--- src/rtl/music_pkg.sv ---
// Shared music-box definitions: envelope states and common widths.
// Used by the note generator, the speaker envelope driver and the LED meter.
package music_pkg;

   localparam int unsigned ENV_W  = 8;
   localparam int unsigned NOTE_W = 8;

   localparam logic [ENV_W-1:0] ENV_MAX = 8'd255;

   typedef enum logic [2:0] {
      IDLE    = 3'd0,
      ATTACK  = 3'd1,
      DECAY   = 3'd2,
      SUSTAIN = 3'd3,
      RELEASE = 3'd4
   } env_state_t;

endpackage : music_pkg

--- src/rtl/pwm_dac.sv ---
// 8-bit PWM DAC: free-running counter compared against the envelope level.
// Ports:
//   clk, resetn  clock, asynchronous active-low reset
//   level        duty level (0 = off, 255 = 255/256 on)
//   pwm_on_c     combinational compare output (pwm_cnt < level)
module pwm_dac
   import music_pkg::*;
(
   input  logic             clk,
   input  logic             resetn,
   input  logic [ENV_W-1:0] level,
   output logic             pwm_on_c
);

   logic [ENV_W-1:0] pwm_cnt_q;
   logic [ENV_W-1:0] pwm_cnt_d;

   // Counter wraps naturally from 255 to 0.
   always_comb begin
      pwm_cnt_d = pwm_cnt_q + ENV_W'(1);
   end

   always_ff @(posedge clk or negedge resetn) begin
      if (!resetn) pwm_cnt_q <= '0;
      else         pwm_cnt_q <= pwm_cnt_d;
   end

   assign pwm_on_c = (pwm_cnt_q < level);

endmodule : pwm_dac

--- src/rtl/speaker_envelope_drv.sv ---
// ADSR envelope shaper and bridged piezo driver for the music-box tone.
// The raw square-wave tone is PWM-gated by the envelope level and driven
// differentially onto spkp/spkm.
// Ports:
//   clk, resetn   clock, asynchronous active-low reset
//   tone_in       square-wave tone from the note generator
//   note_on       high while a note sounds
//   note_code     current note; a change while note_on retriggers the attack
//   spkp, spkm    registered bridged speaker drive (never both high)
//   env_level     registered envelope level
//   env_active    registered, high whenever the envelope is not IDLE
module speaker_envelope_drv
   import music_pkg::*;
#(
   parameter int unsigned ENV_DIV      = 2500,
   parameter int unsigned ATTACK_STEP  = 32,
   parameter int unsigned DECAY_STEP   = 1,
   parameter int unsigned SUSTAIN_LVL  = 160,
   parameter int unsigned RELEASE_STEP = 4
) (
   input  logic              clk,
   input  logic              resetn,
   input  logic              tone_in,
   input  logic              note_on,
   input  logic [NOTE_W-1:0] note_code,
   output logic              spkp,
   output logic              spkm,
   output logic [ENV_W-1:0]  env_level,
   output logic              env_active
);

   localparam int unsigned PRE_W = (ENV_DIV > 2) ? $clog2(ENV_DIV) : 1;
   localparam int unsigned EXT_W = ENV_W + 1;

   localparam logic [EXT_W-1:0] ATK_X  = EXT_W'(ATTACK_STEP);
   localparam logic [EXT_W-1:0] DEC_X  = EXT_W'(DECAY_STEP);
   localparam logic [EXT_W-1:0] SUS_X  = EXT_W'(SUSTAIN_LVL);
   localparam logic [EXT_W-1:0] REL_X  = EXT_W'(RELEASE_STEP);
   localparam logic [EXT_W-1:0] MAX_X  = EXT_W'(ENV_MAX);
   localparam logic [ENV_W-1:0] SUS_LV = ENV_W'(SUSTAIN_LVL);

   logic [PRE_W-1:0]  prescaler_q, prescaler_d;
   logic              note_on_q;
   logic [NOTE_W-1:0] note_code_q;
   env_state_t        state_q, state_d;
   logic [ENV_W-1:0]  level_q, level_d;
   logic              spkp_q, spkp_d;
   logic              spkm_q, spkm_d;
   logic              env_active_q, env_active_d;

   logic              env_tick_c;
   logic              trig_c;
   logic              rel_c;
   logic              pwm_on_c;
   logic [EXT_W-1:0]  level_x_c;
   logic [EXT_W-1:0]  level_up_c;

   // Envelope tick prescaler.
   assign env_tick_c = (prescaler_q == PRE_W'(ENV_DIV - 1));

   always_comb begin
      prescaler_d = env_tick_c ? '0 : prescaler_q + PRE_W'(1);
   end

   // Note start/retrigger and release detection.
   assign trig_c = (note_on & ~note_on_q) |
                   (note_on & note_on_q & (note_code != note_code_q));
   assign rel_c  = ~note_on & note_on_q;

   assign level_x_c  = {1'b0, level_q};
   assign level_up_c = level_x_c + ATK_X;

   // Envelope FSM; trig/rel transitions suppress the level step on that cycle.
   always_comb begin
      state_d = state_q;
      level_d = level_q;
      if (rel_c && (state_q == ATTACK || state_q == DECAY || state_q == SUSTAIN)) begin
         state_d = RELEASE;
      end else if (trig_c) begin
         state_d = ATTACK;
      end else begin
         unique case (state_q)
            IDLE: level_d = '0;
            ATTACK: if (env_tick_c) begin
               if (level_up_c >= MAX_X) begin
                  level_d = ENV_MAX;
                  state_d = DECAY;
               end else begin
                  level_d = level_up_c[ENV_W-1:0];
               end
            end
            DECAY: if (env_tick_c) begin
               if (level_x_c > SUS_X + DEC_X) begin
                  level_d = level_q - ENV_W'(DECAY_STEP);
               end else begin
                  level_d = SUS_LV;
                  state_d = SUSTAIN;
               end
            end
            SUSTAIN: level_d = level_q;
            RELEASE: if (env_tick_c) begin
               if (level_x_c > REL_X) begin
                  level_d = level_q - ENV_W'(RELEASE_STEP);
               end else begin
                  level_d = '0;
                  state_d = IDLE;
               end
            end
            default: begin
               state_d = IDLE;
               level_d = '0;
            end
         endcase
      end
   end

   pwm_dac u_pwm_dac (
      .clk      (clk),
      .resetn   (resetn),
      .level    (level_q),
      .pwm_on_c (pwm_on_c)
   );

   // Bridged drive: tone phase selects the pin, PWM gates the amplitude.
   always_comb begin
      spkp_d       = 1'b0;
      spkm_d       = 1'b0;
      env_active_d = (state_d != IDLE);
      if (state_q != IDLE) begin
         spkp_d =  tone_in & pwm_on_c;
         spkm_d = ~tone_in & pwm_on_c;
      end
   end

   always_ff @(posedge clk or negedge resetn) begin
      if (!resetn) begin
         prescaler_q  <= '0;
         note_on_q    <= 1'b0;
         note_code_q  <= '0;
         state_q      <= IDLE;
         level_q      <= '0;
         spkp_q       <= 1'b0;
         spkm_q       <= 1'b0;
         env_active_q <= 1'b0;
      end else begin
         prescaler_q  <= prescaler_d;
         note_on_q    <= note_on;
         note_code_q  <= note_code;
         state_q      <= state_d;
         level_q      <= level_d;
         spkp_q       <= spkp_d;
         spkm_q       <= spkm_d;
         env_active_q <= env_active_d;
      end
   end

   assign spkp       = spkp_q;
   assign spkm       = spkm_q;
   assign env_level  = level_q;
   assign env_active = env_active_q;

endmodule : speaker_envelope_drv

--- config.mk ---
export PLATFORM = sky130hd
export DESIGN_NAME = speaker_envelope_drv
export DESIGN_NICKNAME = d
export VERILOG_FILES = /design/src/rtl/music_pkg.sv /design/src/rtl/pwm_dac.sv /design/src/rtl/speaker_envelope_drv.sv
export SDC_FILE = /design/constraint.sdc
export NUM_CORES = 1
export LEC_CHECK = 0
export BUFFER_PORTS_ARGS = -buffer_cell sky130_fd_sc_hd__buf_2
export CAP_MARGIN = 0
export CORE_UTILIZATION = 25
export DETAILED_ROUTE_END_ITERATION = 6
export GPL_TIMING_DRIVEN = 0
export PLACE_DENSITY = 0.48
export SLEW_MARGIN = 20
export SYNTH_ARGS = -nofsm -noshare
export SYNTH_HDL_FRONTEND = slang
export SYNTH_SLANG_ARGS = --single-unit
export TNS_END_PERCENT = 100
--- constraint.sdc ---
create_clock -name clk -period 2.5 [get_ports clk]
set_clock_uncertainty 0.1 [all_clocks]
set_input_delay 0.25 -clock clk [delete_from_list [all_inputs] [get_ports clk]]
set_output_delay 0.25 -clock clk [all_outputs]
set_load 0.01 [all_outputs]
==> results of run 1 <==
-- critical path: stages (launching register included) --
cell and delay [ns]:
dfrtp_1 0.41, buf_6 0.15, inv_2 0.08, ha_1 0.16
nand4_1 0.12, o211ai_2 0.28, o21ai_2 0.10, o311a_1 0.40
nor3_4 0.18, mux2_2 0.35
-- cells in the mapped netlist, types with 2 or more instances --
master / count
a2111oi_0: 3
a21o_1: 3
a21oi_1: 9
and2_1: 4
and3_1: 9
buf_2: 2
buf_4: 2
dfrtp_1: 43
ha_1: 21
inv_1: 14
mux2_2: 3
nand2_1: 10
nand2b_1: 4
nand3_1: 15
nand4_1: 2
nor2_1: 17
nor3_1: 6
o2111a_1: 2
o211a_1: 3
o211ai_1: 2
o211ai_2: 2
o21ai_0: 8
o21ai_1: 2
o22ai_1: 3
or3_1: 4
xnor2_1: 17
xor2_1: 7
-- power by group through the flow --
stage / Clock [mW] / Sequential [mW] / Combinational [mW]
detailed placement: 0 / 0.857 / 0.749
CTS: 0.464 / 0.838 / 0.809
global placement: 0 / 0.855 / 0.746
floorplan: 0 / 0.860 / 0.507
finish: 0.440 / 0.831 / 0.892
global route: 0.487 / 0.839 / 0.982
-- routing by layer --
layer / part of all wire, % / routed length [um]
met3: 2.5 / 153
met2: 48 / 2910
met1: 48 / 2880
met4: 1.3 / 76
met5: 0 / 0
-- worst paths after layout --
path / start / to / slack [ns] / cells past startpoint
worst max-delay path: env_level[5]$_DFFE_PN0P_ / env_level[0]$_DFFE_PN0P_ / 0.06 / 9
worst min-delay path: resetn / note_code_q[1]$_DFF_PN0_ / 0.005 / 1
worst max register to register: env_level[5]$_DFFE_PN0P_ / env_level[0]$_DFFE_PN0P_ / 0.06 / 9
worst min register to register: u_pwm_dac.pwm_cnt_q[7]$_DFF_PN0_ / u_pwm_dac.pwm_cnt_q[7]$_DFF_PN0_ / 0.38 / 1
max in group asynchronous: resetn / env_level[2]$_DFFE_PN0P_ / 1.62 / 1
min in group clk: note_on / note_on_q$_DFF_PN0_ / 0.02 / 1
-- kinds of logic after synthesis --
| group | after synthesis | synth area share, % |
|---|---|---|
| buffers and inverters | 19 | 3.15 |
| multiplexers | 4 | 1.70 |
| flip-flops | 43 | 41.7 |
| adder cells (fa/ha/maj) | 22 | 10.6 |
| XOR/XNOR | 24 | 8.15 |
| AO/OA/AOI/OAI | 52 | 16.3 |
| AND/OR/NAND/NOR | 85 | 18.4 |
-- through the flow --
step | instance area, sq um | TNS [ns]
finish | 3210 | 0
global route | 3210 | -0.00546
floorplan | 2580 | 0
CTS | 3080 | 0
global placement | 2860 | -0.579
detailed placement | 2860 | -0.603
-- state kept, by name, summed over array words and instances (netlist names) --
register and count:
prescaler_q 12, env_level 8, note_code_q 8, u_pwm_dac.pwm_cnt_q 8, state_q 3, env_active 1
note_on_q 1, spkm 1, spkp 1
-- what timing repair did --
action / 4_1_cts / 5_1_grt
hold endpoints to repair: 8 / 0
buffers inserted: 4 / 7
hold buffers: 8 / 0
setup endpoints to repair: 7 / 9
resized for setup: 10 / 17
pin swaps: 2 / 7
-- layout make-up --
class | instances | area, sq um
buffer | 5 | 32.5
clock buffer | 6 | 72.6
clock inverter | 2 | 12.5
fill | 1050 | 6700
inverter | 14 | 55.1
multi-input combinational | 187 | 1510
sequential | 43 | 1080
tap | 133 | 166
timing repair buffer | 41 | 277
==> results.py, run 1 <==
metrics = {
    "status": {
        "status": "completed",
    },
    "timing": {
        "fin_crit_ns": 2.44,
        "tightest_slew_ns": 0.970,
        "layout_setup_ws_ns": 0.0584,
        "hold_viol": 0,
        "fmax_mhz": 410,
        "maxSlewHeadroom_pct": 35.4,
        "maxSlewViolCount": 0,
        "hold_ws_ns": 0.00543,
        "period_share_pct": 97.7,
        "finalSetupViolations": 0,
    },
    "power_and_ir_drop": {
        "cellInternalPower_mw": 1.34,
        "p_leak_nw": 1.43,
        "power_switching_mw": 0.825,
        "powerDensity_nw_per_um2": 674,
        "p_comb_share_pct": 41.2,
        "max-vdd-ir-drop_v": 0.000200,
        "p_seq_share_pct": 38.4,
        "sw_frac_of_total_pct": 38.1,
        "power_mw": 2.16,
        "pwr-share-clk_pct": 20.4,
    },
    "final_layout": {
        "layout_common_cells": "dfrtp_1 (39), buf_2 (24), ha_1 (19)",
        "diodes": 0,
        "drive_gt1_share_pct": 26.8,
        "stdcell_count": 431,
        "final_common_cell": "dfrtp_1",
        "final_util_pct": 32.4,
        "nets": 330,
        "synthToLayoutAreaGrowth_pct": 24.4,
    },
    "critical_path": {
        "critPathKind": "reg -> reg",
        "cp_max_fo": 10,
        "cp_data_required_time_ns": 2.59,
        "cp-end-kind": "flip-flop",
        "worst_ep_arrival_time_ns": 2.53,
        "startpoint_type": "flip-flop",
    },
    "synthesis": {
        "ys_ff_latch": 43,
        "syn_nets": 282,
        "ys.flop_type": "dfrtp_1",
        "synth_top_area_cell": "dfrtp_1",
        "synth_cells": 249,
        "avgSynthCellArea_sq_um": 10.4,
        "synth-edff-count": 0,
        "synth_top_area_share_pct": 41.7,
        "synth-async-reset-ratio_pct": 100,
        "seq_area_frac_synth_pct": 41.7,
        "yosys_warnings": 0,
        "syn-cell-area_sq_um": 2580,
        "synth.distinct_cells": 59,
        "synthTopCellsByArea": "dfrtp_1 (42%), ha_1 (10%), xnor2_1 (5.8%)",
    },
    "place": {
        "port_buffers": 22,
        "dpl.cell_count": 404,
        "pre_cts_ws_ns": -0.207,
        "hpwl_um": 4210,
        "gpl.final_weighted_congestion": 0.791,
    },
    "floorplan": {
        "core-area_sq_um": 9910,
        "die_x_um": 104,
        "die_y_um": 104,
        "ios": 23,
        "start_util_pct": 26.0,
        "dieArea_sq_um": 10700,
        "fp-row-count": 36,
    },
    "hold_path": {
        "hold_path_class": "in -> async",
    },
    "route": {
        "routedWlPerCell_um": 14.0,
        "vias": 1995,
        "postRouteAntennaNets": 0,
        "drc_errors": 0,
        "avgViaCountPerCell": 4.63,
        "drtIter0Drc": 72,
        "drtPass1Iterations": 4,
        "wl_um": 6020,
    },
    "grt": {
        "use_met3_pct": 2.39,
        "overflow": 0,
        "grt.total_usage_pct": 12.0,
        "antenna_found_initial": 0,
        "met2_usage_pct": 19.6,
        "top_usage_layer": "met2",
        "grt_pass1_wl_um": 10300,
        "grtUsageMet1_pct": 15.9,
        "grt_pass1_vias": 2043,
        "grt_start_max_net_pins": 44,
    },
    "clock_network": {
        "cts_tree": "built",
        "clock_path_buffers": 2,
        "clockRootBuffer": "clkbuf_8",
        "h-tree-depth": 2,
        "path_clk_slew_ns": 0.08,
        "clock_sinks": 43,
        "clk-insertion-delay-late_ns": 0.30,
        "cts_buffers": 5,
    },
    "job": {
        "max-cap-violations": 0,
    },
}
(Power assumes the default switching activity.)
==> inputs of run 2 (changes only) <==
--- a/config.mk
+++ b/config.mk
@@ -12,4 +12,3 @@
 export GPL_TIMING_DRIVEN = 0
-export PLACE_DENSITY = 0.48
-export SLEW_MARGIN = 20
+export PLACE_DENSITY_LB_ADDON = 0.1
 export SYNTH_ARGS = -nofsm -noshare
==> constraint.sdc (replaced) <==
create_clock -name clk -period 2.5 [get_ports clk]
set_clock_uncertainty 0.1 [all_clocks]
set_input_delay 0.375 -clock clk [delete_from_list [all_inputs] [get_ports clk]]
set_output_delay 0.375 -clock clk [all_outputs]
set_load 0.01 [all_outputs]
==> results.py, run 2 (synthesized netlist as in run 1, its figures left out) <==
metrics = {
    "critical_path": {
        "worst_ep_arrival_time_ns": 2.56,
        "rr_endpoint": "env_level[0]$_DFFE_PN0P_",
        "rr_worst_depth": 9,
        "worstPathCellList": "buf_4 -> inv_4 -> ha_2 -> nand4_1 -> o211ai_2 -> o21ai_2 -> o311a_4 -> nor3_4 -> mux2_2",
        "critPathKind": "reg -> reg",
        "startpoint_type": "flip-flop",
        "r2r_slack_ns": 0.03,
        "cp_slowest_cell": "dfrtp_2",
        "cp_slowest_stage_delay_ns": 0.41,
        "timing.rr.start": "env_level[5]$_DFFE_PN0P_",
        "cp_data_required_time_ns": 2.59,
        "cp_max_fo": 10,
        "cp-end-kind": "flip-flop",
    },
    "timing": {
        "layout_setup_ws_ns": 0.0284,
        "rsz0062_at_grt": "true",
        "tightest_slew_ns": 0.991,
        "finalSetupViolations": 0,
        "fin_crit_ns": 2.47,
        "maxSlewHeadroom_pct": 33.9,
        "hold_ws_ns": 0.100,
        "hold_viol": 0,
        "maxSlewViolCount": 0,
        "period_share_pct": 98.9,
        "fmax_mhz": 405,
    },
    "final_layout": {
        "stdcell_area_sq_um": 3130,
        "largest_reg_flops": 12,
        "synthToLayoutAreaGrowth_pct": 21.2,
        "regMostFlops": "prescaler_q",
        "regArea_sq_um": 1080,
        "final_common_cell": "dfrtp_1",
        "nets": 324,
        "diodes": 0,
        "layout_common_cells": "dfrtp_1 (38), buf_2 (24), ha_1 (19)",
        "drive_gt1_share_pct": 27.4,
        "multi_input_area_sq_um": 1470,
        "fill_cells": 1064,
    },
    "hold_path": {
        "min_from": "note_code[5]",
        "min_to": "note_code_q[5]$_DFF_PN0_",
        "worstHoldPathCells": 1,
        "hold_path_class": "in -> reg",
    },
    "route": {
        "vias": 2004,
        "postRouteAntennaNets": 0,
        "drc_errors": 0,
        "drtPass1Iterations": 4,
        "avgViaCountPerCell": 4.72,
        "wl_um": 6150,
        "drtIter0Drc": 87,
        "routedWlPerCell_um": 14.5,
    },
    "job": {
        "max-cap-violations": 0,
    },
    "place": {
        "port_buffers": 22,
        "pre_cts_ws_ns": -0.309,
        "hpwl_um": 4440,
        "placed_area_sq_um": 2860,
        "gpl.final_weighted_congestion": 0.773,
    },
    "floorplan": {
        "core-area_sq_um": 9910,
        "fp-row-count": 36,
        "ios": 23,
        "die_x_um": 104,
        "start_util_pct": 26.0,
        "dieArea_sq_um": 10700,
        "die_y_um": 104,
    },
    "power_and_ir_drop": {
        "powerDensity_nw_per_um2": 724,
        "power_mw": 2.26,
        "p_leak_nw": 1.41,
        "max-vdd-ir-drop_v": 0.000268,
    },
    "grt": {
        "overflow": 0,
        "grt_pass1_vias": 1964,
        "grt_start_max_net_pins": 44,
        "grt_pass1_wl_um": 10200,
        "grt.total_usage_pct": 12.0,
        "antenna_found_initial": 0,
    },
    "status": {
        "status": "completed",
    },
    "clock_network": {
        "clockRootBuffer": "clkbuf_8",
        "cts_buffers": 5,
        "clk-insertion-delay-late_ns": 0.30,
        "path_clk_slew_ns": 0.09,
        "h-tree-depth": 2,
        "cts_tree": "built",
        "clock_path_buffers": 2,
        "clock_sinks": 43,
    },
}
[run 2: cell count changes in the layout (fill, tap and decap cells not counted), sizes merged]
cell / previous run / this run
clkinv: 1 / 2
dlygate4sd3: 8 / 0
clkinvlp: 1 / 0
bufinv: 0 / 1
buf: 37 / 39
clkbuf: 7 / 6
[run 2: worst max path at each step]
stage,startpoint,end,slack [ns],cells after the start
final,env_level[5]$_DFFE_PN0P_,env_level[0]$_DFFE_PN0P_,0.03,9
after detailed placement,env_level[5]$_DFFE_PN0P_,env_level[0]$_DFFE_PN0P_,-0.31,9
after floorplan,env_level[5]$_DFFE_PN0P_,env_level[0]$_DFFE_PN0P_,0.12,9
after CTS,env_level[5]$_DFFE_PN0P_,env_level[0]$_DFFE_PN0P_,0.008,9
after global placement,env_level[5]$_DFFE_PN0P_,env_level[0]$_DFFE_PN0P_,-0.30,9
after global routing,env_level[5]$_DFFE_PN0P_,env_level[0]$_DFFE_PN0P_,-0.02,9
[run 2: worst max-delay path: cells and delay by family (launching register included)]
family | cells | cell delay (ns)
AO/OA/AOI/OAI | 3 | 0.73
adder cells (fa/ha/maj) | 1 | 0.17
buffers and inverters | 2 | 0.26
flip-flops | 1 | 0.41
multiplexers | 1 | 0.36
AND/OR/NAND/NOR | 2 | 0.34
[run 2: area by class of cell]
| class | count | area share (%) |
|---|---|---|
| buffer | 5 | 0.920 |
| clock buffer | 5 | 2.20 |
| clock inverter | 3 | 1.40 |
| inverter | 14 | 1.84 |
| multi-input combinational | 187 | 47.1 |
| sequential | 43 | 34.6 |
| tap | 133 | 5.32 |
| timing repair buffer | 35 | 6.64 |
[run 2: repair_timing]
action	4_1_cts	5_1_grt
gates resized for setup	12	8
endpoints found under the setup margin	8	6
buffers inserted	7	6
hold buffers	0	0
pin swaps	1	5
[run 2: where the power goes]
part	leakage (nW)	internal, mW	switching [mW]	total (mW)
clock	0.0581	0.298	0.256	0.554
combinational	0.823	0.368	0.503	0.871
sequential	0.525	0.762	0.0770	0.839
[run 2: metal layers]
metal  track usage (%)  wire length (um)
met2              19.6              2900
met1              16.0              2960
met3              2.27               179
met5                 0                 0
met4              4.04               106
[run 2: per-stage QoR]
step	setup TNS, ns	utilization (%)	std cells
2_1_floorplan	0	-	249
3_3_place_gp	-1.06	28.8	404
3_5_place_dp	-0.957	28.8	404
4_1_cts	0	30.8	419
5_1_grt	-0.0305	31.6	425
6_report	0	31.6	425
==> inputs of run 3 (changes only) <==
Settings changed: SETUP_SLACK_MARGIN set to 0.3.
==> results.py, run 3 (synthesized netlist as in run 1, its figures left out) <==
metrics = {
    "status": {
        "status": "completed",
    },
    "timing": {
        "period_share_pct": 95.2,
        "finalSetupViolations": 0,
        "maxSlewViolCount": 0,
        "hold_viol": 0,
        "rsz0062_at_grt": "true",
        "layout_setup_ws_ns": 0.120,
        "fmax_mhz": 420,
        "tightest_slew_ns": 1.02,
        "fin_crit_ns": 2.38,
        "maxSlewHeadroom_pct": 31.8,
        "setup_tns_ns": 0,
    },
    "place": {
        "gpl.final_weighted_congestion": 0.812,
        "placed_area_sq_um": 2930,
        "pre_cts_ws_ns": -0.148,
        "port_buffers": 22,
        "dpl.cell_count": 404,
        "hpwl_um": 4410,
    },
    "job": {
        "max-cap-violations": 0,
    },
    "floorplan": {
        "ios": 23,
        "fp-row-count": 36,
        "die_x_um": 104,
        "core-area_sq_um": 9910,
        "dieArea_sq_um": 10700,
        "start_util_pct": 26.0,
        "die_y_um": 104,
    },
    "critical_path": {
        "cp-end-kind": "flip-flop",
        "cp_num_buf_inv": 2,
        "cp_data_required_time_ns": 2.59,
        "critPathKind": "reg -> reg",
        "worstPathCellList": "buf_8 -> inv_8 -> ha_4 -> nand4_1 -> o211ai_2 -> o21ai_2 -> o311a_1 -> nor3_4 -> mux2_4",
        "critPathTopFamily": "compound AO/OA/AOI/OAI gates",
        "cp_slowest_cell": "dfrtp_2",
        "cp_slowest_stage_delay_ns": 0.44,
        "worst_ep_arrival_time_ns": 2.47,
        "startpoint_type": "flip-flop",
        "cp_max_fo": 3,
    },
    "route": {
        "drc_errors": 0,
        "drtIter0Drc": 110,
        "postRouteAntennaNets": 0,
        "wl_um": 6310,
        "avgViaCountPerCell": 4.60,
        "vias": 2028,
        "routedWlPerCell_um": 14.3,
        "drtPass1Iterations": 4,
    },
    "final_layout": {
        "fill_cells": 1044,
        "diodes": 0,
        "layout_common_cells": "dfrtp_1 (37), buf_4 (30), buf_2 (23)",
        "largest_reg_flops": 12,
        "stdcell_area_sq_um": 3360,
        "nets": 340,
        "final_common_cell": "dfrtp_1",
        "stdcell_count": 441,
        "regMostFlops": "prescaler_q",
        "synthToLayoutAreaGrowth_pct": 30.4,
        "drive_gt1_share_pct": 35.4,
    },
    "grt": {
        "grt_start_max_net_pins": 44,
        "grt_pass1_wl_um": 10600,
        "overflow": 0,
        "antenna_found_initial": 0,
        "grt_pass1_vias": 2031,
        "grt.total_usage_pct": 12.5,
    },
    "clock_network": {
        "cts_buffers": 5,
        "cts_tree": "built",
        "clock_path_buffers": 2,
        "clockRootBuffer": "clkbuf_8",
        "clock_sinks": 43,
        "clk-insertion-delay-late_ns": 0.30,
        "h-tree-depth": 2,
        "path_clk_slew_ns": 0.09,
    },
    "power_and_ir_drop": {
        "p_leak_nw": 1.49,
        "max-vdd-ir-drop_v": 0.000269,
        "powerDensity_nw_per_um2": 710,
        "power_mw": 2.39,
    },
    "hold_path": {
        "hold_path_class": "in -> reg",
    },
}
run 3: layer usage:
metal	GRT usage [%]	vias up	routed length, um
met5	0	-	0
met4	3.83	0	79
met3	2.52	6	169
met2	19.6	25	2900
met1	17.3	988	3160
li1	-	1009	-
run 3: through the flow:
step | hold slack, ns | util (%)
2_1_floorplan | -0.0206 | -
3_3_place_gp | 0.367 | 29.5
3_5_place_dp | 0.372 | 29.5
4_1_cts | 0.0921 | 33.2
5_1_grt | 0.0894 | 33.9
6_report | 0.0978 | 33.9
run 3: final timing paths:
check,from,end,slack [ns],cells after the start
worst max-delay path,env_level[5]$_DFFE_PN0P_,env_level[1]$_DFFE_PN0P_,0.12,9
worst min-delay path,note_code[5],note_code_q[5]$_DFF_PN0_,0.1,1
worst max register to register,env_level[5]$_DFFE_PN0P_,env_level[1]$_DFFE_PN0P_,0.12,9
worst min register to register,u_pwm_dac.pwm_cnt_q[7]$_DFF_PN0_,u_pwm_dac.pwm_cnt_q[7]$_DFF_PN0_,0.39,1
max in group asynchronous,resetn,env_level[5]$_DFFE_PN0P_,1.46,1
min in group asynchronous,resetn,note_code_q[7]$_DFF_PN0_,0.15,1
run 3: report_power, final:
group / internal [mW] / switching, mW / leakage (nW) / total (mW)
clock: 0.252 / 0.259 / 0.0505 / 0.511
sequential: 0.763 / 0.0677 / 0.523 / 0.831
combinational: 0.477 / 0.570 / 0.920 / 1.05
run 3: timing repair:
item	4_1_cts	5_1_grt
endpoints found under the setup margin	9	9
buffers inserted	22	7
pin swaps	14	8
gates resized for setup	21	6
hold buffers	0	0
run 3: layout make-up:
type	count	area, sq um	area share (%)
Buffer	5	38.8	1.15
Clock buffer	7	96.3	2.86
Clock inverter	1	7.51	0.223
Inverter	14	67.6	2.01
Multi-Input combinational cell	187	1570	46.7
Sequential cell	43	1080	32.2
Tap cell	133	166	4.95
Timing Repair Buffer	51	332	9.86
